### src/rtl/mem_access_unit.sv
// mem_access_unit: MIPS load/store unit with byte-lane alignment, load extension,
// a valid/ack data-memory handshake with bus timeout, and misalignment/timeout exceptions.
module mem_access_unit #(
  parameter int ADDR_W = 32,
  parameter int TIMEOUT = 255
) (
  input  logic              clk,
  input  logic              rst,
  input  logic              req_valid,
  output logic              req_ready,
  input  logic [2:0]        req_fc,
  input  logic [ADDR_W-1:0] req_addr,
  input  logic [31:0]       req_wdata,
  input  logic [4:0]        req_wreg,
  input  logic              flush,
  output logic              stall,
  output logic              dm_en,
  output logic [3:0]        dm_we,
  output logic [ADDR_W-1:0] dm_addr,
  output logic [31:0]       dm_wdata,
  input  logic [31:0]       dm_rdata,
  input  logic              dm_ack,
  output logic              resp_valid,
  output logic              resp_regwrite,
  output logic [31:0]       resp_data,
  output logic [4:0]        resp_wreg,
  output logic              exc_valid,
  output logic [1:0]        exc_code,
  output logic [ADDR_W-1:0] exc_badaddr
);
  typedef enum logic [1:0] {IDLE, BUS, RESP} state_t;
  localparam int CW = $clog2(TIMEOUT + 1);
  state_t state, stateNext;
  logic [CW-1:0] cnt;
  logic [2:0] fcQ;
  logic [ADDR_W-1:0] addrQ;
  logic [31:0] wdataQ, rdataQ, loadData;
  logic [4:0] wregQ;
  logic cancel, accept, misalign, timeout, storeQ, signQ, storeBus;
  logic [1:0] reqSize, sizeQ;
  logic [7:0] byteSel;
  logic [15:0] halfSel;
  // access size: 0 byte, 1 halfword, 2 word
  function automatic logic [1:0] opSize(input logic [2:0] fc);
    return (fc == 3'b100 || fc == 3'b111) ? 2'd2 :
           (fc == 3'b010 || fc == 3'b011 || fc == 3'b110) ? 2'd1 : 2'd0;
  endfunction
  function automatic logic isStore(input logic [2:0] fc);
    return fc[2] & (fc[1] | fc[0]);
  endfunction
  always_comb begin
    reqSize = opSize(req_fc);
    accept = req_valid & (state == IDLE) & ~flush;
    misalign = reqSize == 2'd2 ? |req_addr[1:0] : reqSize == 2'd1 ? req_addr[0] : 1'b0;
    timeout = (state == BUS) & ~dm_ack & (cnt == CW'(TIMEOUT - 1));
    stateNext = state == IDLE ? ((accept & ~misalign) ? BUS : IDLE) :
                state == BUS ? (dm_ack ? RESP : timeout ? IDLE : BUS) : IDLE;
    req_ready = state == IDLE;
    stall = state != IDLE;
  end
  always_comb begin
    sizeQ = opSize(fcQ);
    storeQ = isStore(fcQ);
    signQ = ~fcQ[0] & ~fcQ[2];
    dm_en = state == BUS;
    storeBus = dm_en & storeQ;
    dm_addr = dm_en ? {addrQ[ADDR_W-1:2], 2'b00} : '0;
    dm_we = ~storeBus ? 4'b0000 : sizeQ == 2'd0 ? 4'b0001 << addrQ[1:0] :
            sizeQ == 2'd1 ? (addrQ[1] ? 4'b1100 : 4'b0011) : 4'b1111;
    dm_wdata = ~storeBus ? 32'h0 : sizeQ == 2'd0 ? {4{wdataQ[7:0]}} :
               sizeQ == 2'd1 ? {2{wdataQ[15:0]}} : wdataQ;
    byteSel = rdataQ[{addrQ[1:0], 3'b000} +: 8];
    halfSel = addrQ[1] ? rdataQ[31:16] : rdataQ[15:0];
    loadData = sizeQ == 2'd0 ? {{24{signQ & byteSel[7]}}, byteSel} :
               sizeQ == 2'd1 ? {{16{signQ & halfSel[15]}}, halfSel} : rdataQ;
    resp_valid = state == RESP;
    resp_data = (resp_valid & ~storeQ) ? loadData : 32'h0;
    resp_regwrite = resp_valid & ~storeQ & ~cancel & ~flush;
    resp_wreg = wregQ;
  end
  always_ff @(posedge clk or negedge rst) begin
    if (!rst) begin
      state <= IDLE;
      cnt <= '0;
      fcQ <= '0;
      addrQ <= '0;
      wdataQ <= '0;
      rdataQ <= '0;
      wregQ <= '0;
      cancel <= 1'b0;
      exc_valid <= 1'b0;
      exc_code <= '0;
      exc_badaddr <= '0;
    end else begin
      state <= stateNext;
      cnt <= state == BUS ? cnt + 1'b1 : '0;
      cancel <= (stateNext != IDLE) & (cancel | (flush & (state != IDLE)));
      exc_valid <= (accept & misalign) | timeout;
      exc_code <= (accept & misalign) ? (isStore(req_fc) ? 2'b10 : 2'b01) : timeout ? 2'b11 : 2'b00;
      exc_badaddr <= (accept & misalign) ? req_addr : timeout ? addrQ : '0;
      if (accept & ~misalign) begin
        fcQ <= req_fc;
        addrQ <= req_addr;
        wdataQ <= req_wdata;
        wregQ <= req_wreg;
      end
      if ((state == BUS) & dm_ack) rdataQ <= dm_rdata;
    end
  end
endmodule
### config.mk
export PLATFORM = sky130hd
export DESIGN_NAME = mem_access_unit
export DESIGN_NICKNAME = d
export VERILOG_FILES = /design/src/rtl/mem_access_unit.sv
export SDC_FILE = /design/constraint.sdc
export NUM_CORES = 1
export LEC_CHECK = 0
export BUFFER_PORTS_ARGS = -buffer_cell sky130_fd_sc_hd__buf_2
export CAP_MARGIN = 20
export CORE_ASPECT_RATIO = 0.75
export CORE_MARGIN = 2
export CORE_UTILIZATION = 46
export DETAILED_ROUTE_END_ITERATION = 12
export HOLD_SLACK_MARGIN = 0.15
export PLACE_DENSITY = 0.78
export SLEW_MARGIN = 10
export SYNTH_ARGS = -nofsm -noshare
export SYNTH_HDL_FRONTEND = slang
export SYNTH_SLANG_ARGS = --single-unit
### constraint.sdc
create_clock -name clk -period 3.3 [get_ports clk]
set_clock_uncertainty 0.2 [all_clocks]
set_input_delay 0.99 -clock clk [delete_from_list [all_inputs] [get_ports clk]]
set_output_delay 0.99 -clock clk [all_outputs]
set_load 0.02 [all_outputs]
==> impl_metrics.toml <==
[die]
io_pins = 254
die_w_um = 150
die_area_mm2 = 0.0171
core.rowCount = 40
start_util_pct = 46.5
core_area_mm2 = 0.0159
dieHeight_um = 114

[clock_network]
clockRootBuffer = "clkbuf_16"
numCtsBuffers = 17
insertion_delay_ns = 0.41
cts_tree = "done"
clock_sinks = 150
htree_levels = 4
clkTransAtPathRegs_ns = 0.06
cts_hold_buf = 0
clk_path_buf_depth = 2

[critical_path]
critPathArrivalTime_ns = 2.07
crit_path_start_kind = "flip-flop"
path_buf_inv = 2
reg2regPathDepth = 6
worst_setup_path_end_kind = "primary output"
critPathMaxStageDelay_ns = 0.52
critical_path_class = "flip-flop to primary output"
path_depth = 5
crit_chain = "mux4_2 > o311ai_4 > buf_12 > a211oi_1 > buf_2"
cp.required_ns = 2.11
crit_family = "multiplexers"
critPathSlowestCell = "mux4_2"
path_max_fanout = 24

[cells_and_area]
final_area_mm2 = 0.00953
multi_input_area_mm2 = 0.00340
nFillCells = 1337
area_growth_pct = 29.1
nNetsFinal = 967
final_core_util_pct = 60.1
drive_above_1_share_pct = 48.7
seq_area_mm2 = 0.00376
final_cell_mix = "buf_2 (249), dfrtp_1 (147), nor2_1 (57), mux2_2 (49)"
final_common_cell = "buf_2"

[synth]
yosys_warnings = 0
synth_edf_count = 0
yosysSeqAreaShare_pct = 50.8
syn_area_per_cell_um2 = 12.2
ys_ff_latch = 150
synth.largest_area_cell = "dfrtp_1"
synthArstFlopShare_pct = 100
synth_area_leaders = "dfrtp_1 (51%), mux2_4 (8.1%), mux2_2 (7.5%)"
synth_top_cell_area_share_pct = 50.8
synth.distinct_cells = 44
synth_ff_type = "dfrtp_1"
syn_inst = 604
synth_area_mm2 = 0.00738

[drt]
viasPerCell = 5.34
wl_mm = 19.0
drt-wirelength-per-cell_um = 17.6
drtIter0Drc = 322
ant_nets = 0
first_pass_iters = 5
drc_errors = 0
vias = 5770

[run_status]
outcome = "finished clean"

[global_route]
grt_pass1_vias = 5526
track_usage_pct = 22.2
grt_overflow = 0
grt_first_pass_wirelength_mm = 29.3
grt_antenna_before_repair = 1
grt_start_max_net_pins = 81

[timing]
finalSetupViolCount = 0
min_period_over_period_pct = 98.9
holdWs_ns = 0.263
timing.final.ws_setup_ns = 0.0356
final_max_slew_viol_count = 0
rsz0062_at_grt = "yes"
max_freq_mhz = 306
min_period_ns = 3.26
finalHoldViolCount = 0

[place]
pre_cts_slack_ns = 0.248
port_buffers = 251
dp_hpwl_mm = 13.5
place_area_mm2 = 0.00889
gp_congestion = 0.937

[power]
p_leak_nw = 5.06
finalPower_mw = 6.70
power.density_mw_per_mm2 = 703
ir_drop_mv = 0.319

[worst_hold_path]
hold_path_class = "input port to async pin"

[run]
maxCapViolations = 0
-- repair_timing --
| action | in CTS | in global routing |
|---|---|---|
| buffers inserted | 0 | 2 |
| setup endpoints to repair | 26 | 43 |
| gates resized for setup | 4 | 11 |
| gates cloned | 0 | 1 |
| pin swaps | 1 | 0 |
-- cells in the mapped netlist, types with 2 or more instances --
library cell	count
dfrtp_1	150
nor2_1	57
mux2_2	49
a21oi_1	40
mux2_4	40
and2_1	39
a22o_1	32
mux2i_1	26
nand2_1	24
buf_2	18
mux2_1	16
o21ai_0	15
a211oi_1	14
clkbuf_1	12
buf_6	10
mux4_2	8
inv_1	6
nand3_1	6
buf_4	4
a21o_1	3
nor2b_1	3
or2_2	3
xnor2_1	3
xor2_1	3
and4_1	2
ha_1	2
nor2_2	2
-- state kept, by name (all words and copies together), names as in the netlist, 2 cells and up --
name	count
addrQ	32
fcQ	3
rdataQ	32
state	2
exc_badaddr	32
wdataQ	32
exc_code	2
cnt	8
resp_wreg	5
-- worst paths after layout --
kind / start / end / slack, ns
worst max-delay path: rdataQ[31] / resp_data[11] / 0.04
worst min-delay path: rst / rdataQ[0] / 0.26
worst max register to register: state[0] / exc_badaddr[5] / 1.07
worst min register to register: wdataQ[21] / wdataQ[21] / 0.30
max in group asynchronous: rst / wdataQ[24] / 1.89
min in group clk: wdataQ[21] / wdataQ[21] / 0.30
-- stage by stage --
| step | setup TNS (ns) | std cells |
|---|---|---|
| final | 0 | 1080 |
| after global routing | -1.05 | 1080 |
| after CTS | 0 | 1076 |
| after detailed placement | 0 | 1044 |
| after global placement | 0 | 1044 |
| after floorplan | 0 | 605 |
-- logic make-up after synthesis --
logic type      Yosys count  synth area share, %
buf+inv                  50                 4.07
compound gates          110                 10.2
other cells               1               0.0508
xor+xnor                  6                0.712
mux                     139                 24.0
flops                   150                 50.8
fa+ha+maj                 2                0.339
simple gates            146                 9.75
-- layout make-up --
class                      count  area share (%)
antenna                        1          0.0263
clock buffer                  20            4.79
clock inverter                12            1.22
inverter                       6           0.236
multi-input combinational    406            35.6
sequential                   150            39.4
tap                          210            2.76
timing repair buffer         275            15.9
-- where the power goes --
group          internal, mW  leakage, nW  total (mW)  switching (mW)
sequential             2.30         1.86        2.71           0.412
combinational          1.05         2.91        2.12            1.07
clock                  1.09        0.279        1.87           0.776
total                  4.44         5.06        6.70            2.26
-- metal layers --
metal / track usage (%) / share of wire (%)
met5: 0 / 0
met4: 6.60 / 1.5
met1: 31.4 / 45
met2: 33.6 / 46
met3: 6.04 / 8.0
(Power assumes the default switching activity.)
